===== config.mk =====
export PLATFORM = sky130hd
export DESIGN_NAME = bcd_serial_adder
export DESIGN_NICKNAME = d
export VERILOG_FILES = /design/src/rtl/bcd_pkg.sv /design/src/rtl/bcd_digit_add.sv /design/src/rtl/bcd_serial_adder.sv
export SDC_FILE = /design/constraint.sdc
export NUM_CORES = 1
export LEC_CHECK = 0
export BUFFER_PORTS_ARGS = -buffer_cell sky130_fd_sc_hd__buf_2
export CAP_MARGIN = 20
export CORE_AREA = 2 2 81 142
export DETAILED_ROUTE_END_ITERATION = 7
export DIE_AREA = 0 0 83 144
export SLEW_MARGIN = 20
export SYNTH_ARGS = -nofsm -noshare
export SYNTH_HDL_FRONTEND = slang
export SYNTH_SLANG_ARGS = --single-unit

===== constraint.sdc =====
create_clock -name clk -period 3.3 [get_ports clk]
set_input_delay 0.165 -clock clk [delete_from_list [all_inputs] [get_ports clk]]
set_output_delay 0.165 -clock clk [all_outputs]
set_load 0.005 [all_outputs]

===== src/rtl/bcd_pkg.sv =====
// Shared types and constants for the serial BCD adder.
// Holds the control FSM state encoding and the decimal digit limits.
package bcd_pkg;

    typedef enum logic [1:0] {
        IDLE = 2'd0,
        RUN  = 2'd1,
        DONE = 2'd2
    } bcd_state_t;

    localparam logic [3:0] BCD_MAX_DIGIT = 4'd9;
    localparam logic [3:0] BCD_ADJUST    = 4'd6;

    // A nibble is a legal BCD digit only in the range 0..9.
    function automatic logic digit_invalid(input logic [3:0] d);
        return d > BCD_MAX_DIGIT;
    endfunction

endpackage


===== src/rtl/bcd_digit_add.sv =====
// Single-digit BCD add with decimal correction.
// The binary sum of two digits and a carry is folded back into 0..9 plus carry.
module bcd_digit_add
    import bcd_pkg::*;
(
    input  logic [3:0] x,
    input  logic [3:0] y,
    input  logic       ci,
    output logic [3:0] s,
    output logic       co
);

    logic [4:0] raw;

    always_comb begin
        // NOTE: every output gets a default first so no path through the block can infer a latch.
        s   = 4'd0;
        co  = 1'b0;
        raw = {1'b0, x} + {1'b0, y} + {4'd0, ci};
        if (raw > {1'b0, BCD_MAX_DIGIT}) begin
            // Adding 6 skips the six unused codes A..F; the wrap past 15 is the decimal carry.
            s  = raw[3:0] + BCD_ADJUST;
            co = 1'b1;
        end else begin
            s  = raw[3:0];
            co = 1'b0;
        end
    end

endmodule


===== src/rtl/bcd_serial_adder.sv =====
// Digit-serial packed-BCD adder/subtractor, one digit per clock through a shared digit adder.
// Optional invalid-digit flag enabled by defining BCD_INVALID_DIGIT_CHECK_EN.
module bcd_serial_adder
    import bcd_pkg::*;
#(
    parameter int DIGITS = 4
) (
    input  logic                  clk,
    input  logic                  rst,
    input  logic                  start,
    input  logic [4*DIGITS-1:0]   a,
    input  logic [4*DIGITS-1:0]   b,
    input  logic                  sub,
    input  logic                  cin,
    output logic                  busy,
    output logic                  done,
    output logic [4*DIGITS-1:0]   sum,
    output logic                  cout,
    output logic                  err
);

    localparam int IDX_W = (DIGITS > 1) ? $clog2(DIGITS) : 1;
    localparam logic [IDX_W-1:0] LAST_IDX = IDX_W'(DIGITS - 1);

    bcd_state_t          state;
    logic [IDX_W-1:0]    idx;
    logic [4*DIGITS-1:0] a_q;
    logic [4*DIGITS-1:0] b_q;
    logic                sub_q;
    logic                carry;

    logic [3:0]          x_digit;
    logic [3:0]          b_digit;
    logic [3:0]          y_digit;
    logic [3:0]          s_digit;
    logic                c_next;

    // Select the current digit pair; subtraction uses the nines complement of b.
    always_comb begin
        x_digit = 4'd0;
        b_digit = 4'd0;
        for (int i = 0; i < DIGITS; i++) begin
            if (idx == IDX_W'(i)) begin
                x_digit = a_q[4*i +: 4];
                b_digit = b_q[4*i +: 4];
            end
        end
        y_digit = sub_q ? (BCD_MAX_DIGIT - b_digit) : b_digit;
    end

    bcd_digit_add u_digit_add (
        .x  (x_digit),
        .y  (y_digit),
        .ci (carry),
        .s  (s_digit),
        .co (c_next)
    );

`ifdef BCD_INVALID_DIGIT_CHECK_EN
    logic any_invalid;
    logic err_q;

    always_comb begin
        any_invalid = 1'b0;
        for (int i = 0; i < DIGITS; i++) begin
            any_invalid = any_invalid | digit_invalid(a_q[4*i +: 4])
                                      | digit_invalid(b_q[4*i +: 4]);
        end
    end

    always_ff @(posedge clk or posedge rst) begin
        if (rst) begin
            err_q <= 1'b0;
        end else if (state == IDLE && start && !done) begin
            err_q <= 1'b0;
        end else if (state == DONE) begin
            err_q <= any_invalid;
        end
    end

    assign err = err_q;
`else
    assign err = 1'b0;
`endif

    always_ff @(posedge clk or posedge rst) begin
        if (rst) begin
            state <= IDLE;
            idx   <= '0;
            a_q   <= '0;
            b_q   <= '0;
            sub_q <= 1'b0;
            carry <= 1'b0;
            sum   <= '0;
            cout  <= 1'b0;
            busy  <= 1'b0;
            done  <= 1'b0;
        end else begin
            // NOTE: state registers use non-blocking assignments so every flop samples pre-edge values.
            done <= 1'b0;
            unique case (state)
                IDLE: begin
                    // The done cycle is spent in IDLE, so a start coinciding with done is refused here.
                    if (start && !done) begin
                        a_q   <= a;
                        b_q   <= b;
                        sub_q <= sub;
                        carry <= sub ? 1'b1 : cin;
                        idx   <= '0;
                        busy  <= 1'b1;
                        state <= RUN;
                    end
                end
                RUN: begin
                    for (int i = 0; i < DIGITS; i++) begin
                        if (idx == IDX_W'(i)) begin
                            sum[4*i +: 4] <= s_digit;
                        end
                    end
                    carry <= c_next;
                    if (idx == LAST_IDX) begin
                        cout  <= c_next;
                        busy  <= 1'b0;
                        state <= DONE;
                    end else begin
                        idx <= idx + 1'b1;
                    end
                end
                DONE: begin
                    done  <= 1'b1;
                    state <= IDLE;
                end
                default: begin
                    state <= IDLE;
                end
            endcase
        end
    end

endmodule


==> metrics.cfg <==
[global_route]
grt_max_degree = 33
grt_pass1_vias = 2287
grt_overflow = 0
grt_pass1_wl_mm = 11.1
grt_usage_pct = 12.3
antenna_found_initial = 0

[finish]
syn_to_final_growth_pct = 42.7
drive_gt1_share_pct = 51.3
fin_nets = 392
fin_cells = 477
fin_util_pct = 36.1
antenna_cells = 0
layout_common_cells = dfrtp_1 (57), buf_2 (55), mux2_2 (34)
final_common_cell = dfrtp_1

[route]
drcViolationCount = 0
via_count = 2158
drt-total-wl_mm = 6.91
drtIter0Drc = 89
dr.pass1.iters = 4
antenna_left = 0
drt-wirelength-per-cell_um = 14.5
via_per_inst = 4.52

[outcome]
violations = setup timing
status = complete, but fails checks

[placed_design]
port_buffers = 55
dp.cells = 447
gp_congestion = 0.762
hpwl_mm = 4.99

[yosys]
syn_nets = 297
synthCells = 248
synth.distinct_cells = 34
ys_ff_latch = 57
ys_seq_area_share_pct = 51.7
synthesis.area_um2 = 2760
ys_warn_count = 0
postSynthAreaPerCell_um2 = 11.1

[clock_tree]
cts_root_buf = clkbuf_16
clock_sinks = 57
cts_tree = yes
h-tree-depth = 3
clock_latency_ns = 0.32
clk_pin_slew_ns = 0.05
cts_buffers = 9
clockBufferDepth = 2

[critical_path]
crit_fanout = 6
cp.required_ns = 3.46
crit_type = register to register
arrival_ns = 3.54
critPathCaptureType = register
critPathLaunchType = register

[floorplan]
die_w_um = 83
num_rows = 51
core_area_um2 = 10900
ioPinCount = 57
dieArea_um2 = 12000
initial_utilization_pct = 25.3
die_y_um = 144

[sta]
period_share_pct = 102
fmax_mhz = 296
finalWorstSetupSlack_ns = -0.0812
hold_viol = 0
finalCriticalPeriod_ns = 3.38
finalMaxSlewViolations = 0
clock_skew_ns = 0.00285
relSlewSlack_pct = 50.5
worst_slew_pin_slew_ns = 0.741
rsz0062_at_grt = true
setup_violations = 5
finalHoldWorstSlack_ns = 0.0721

[min_path]
hp-class = primary input to register

[flow_run]
drv_cap = 0

-- layer usage --
| metal | wire length (um) | global-route usage [%] |
|---|---|---|
| met3 | 329 | 3.37 |
| met2 | 3830 | 22.8 |
| met4 | 125 | 6.47 |
| met5 | 0 | 0 |
| met1 | 2620 | 12.4 |
-- state kept, by name, summed over array words and instances, names as in the netlist --
register  flops
a_q          16
sub_q         1
carry         1
b_q          16
idx           2
cout          1
busy          1
sum          16
state         2
done          1
-- cells by family (layout without fill, tap and decap cells) --
logic type / count (synthesis) / after routing / share of synthesized area (%)
other: 1 / 1 / 0.136
AND/OR/NAND/NOR: 59 / 59 / 10.1
AO/OA/AOI/OAI: 56 / 56 / 12.2
flip-flops: 57 / 57 / 51.7
multiplexers: 38 / 38 / 15.3
adder cells (fa/ha/maj): 12 / 12 / 5.99
buffers and inverters: 21 / 118 / 3.18
XOR/XNOR: 4 / 4 / 1.27
-- path summary, 6_finish.rpt --
kind	slack [ns]	startpoint	endpoint	depth (start not counted)
max in group asynchronous	2.02	rst	a_q[13]	4
worst min-delay path	0.07	a[8]	a_q[8]	2
worst max register to register	-0.08	idx[1]	sum[10]	19
worst max-delay path	-0.08	idx[1]	sum[10]	19
worst min register to register	0.47	sum[15]	sum[15]	2
min in group asynchronous	0.48	rst	b_q[8]	3
-- area by class of cell --
cell class                      count  area [um2]
Inverter                           10        37.5
Clock inverter                      1        5.00
Multi-Input combinational cell    170        1450
Sequential cell                    57        1430
Clock buffer                       12         246
Fill cell                        1064        6980
Timing Repair Buffer               95         601
Tap cell                          132         165
-- critical path, stage by stage (launching register included) --
cell and delay (ns):
dfrtp_1 0.39, inv_2 0.12, ha_4 0.18, buf_6 0.09, nand2_1 0.06, a21oi_2 0.13
a21oi_1 0.05, nor2_1 0.14, a21oi_1 0.07, ha_1 0.29, inv_1 0.05, mux2i_1 0.06
ha_1 0.39, xnor2_2 0.21, buf_4 0.16, ha_4 0.15, o21ai_4 0.07, a41oi_4 0.28
or2_4 0.22, a41oi_2 0.10
-- per-stage QoR --
stage	setup WS [ns]	cell area, um2	setup TNS [ns]
final	-0.0812	3930	-0.282
after global routing	-0.225	3930	-2.08
after CTS	-0.0164	3840	-0.0242
after detailed placement	-0.178	3370	-1.27
after global placement	-0.0678	3370	-0.384
after floorplan	0.0158	2830	0
-- synthesized netlist by cell type --
cell / count / share of area (%)
a21o_1: 5 / 1.4
a21oi_1: 15 / 2.7
a221oi_1: 1 / 0.32
a22oi_1: 3 / 0.82
a31oi_1: 1 / 0.23
a41oi_1: 3 / 0.95
a41oi_2: 1 / 0.59
and3b_1: 2 / 0.64
buf_1: 1 / 0.14
buf_2: 4 / 0.73
buf_4: 1 / 0.27
clkbuf_1: 5 / 0.68
conb_1: 1 / 0.14
dfrtp_1: 57 / 52
fa_1: 2 / 1.5
ha_1: 10 / 4.5
inv_1: 10 / 1.4
mux2_2: 34 / 14
mux2i_1: 4 / 1.5
nand2_1: 32 / 4.4
nand2b_1: 1 / 0.23
nand3b_1: 3 / 0.82
nor2_1: 10 / 1.4
nor2b_1: 6 / 1.4
nor3_1: 1 / 0.18
nor4b_1: 1 / 0.32
o21ai_0: 19 / 3.4
o21ai_1: 5 / 0.91
o21bai_1: 2 / 0.54
o221ai_1: 1 / 0.32
or2_1: 1 / 0.23
or3_1: 1 / 0.23
or3_4: 1 / 0.41
xnor2_1: 4 / 1.3
-- repair_timing --
action | 4_1_cts | 5_1_grt
hold endpoints to repair | 31 | 0
pin swaps | 22 | 18
endpoints found under the setup margin | 14 | 14
gates resized for setup | 26 | 21
hold buffers | 1 | 0
setup buffers | 15 | 2
Power is left out: the tool's default activity adds up to more than one toggle a clock period on the data nets, which glitch-free logic cannot reach.
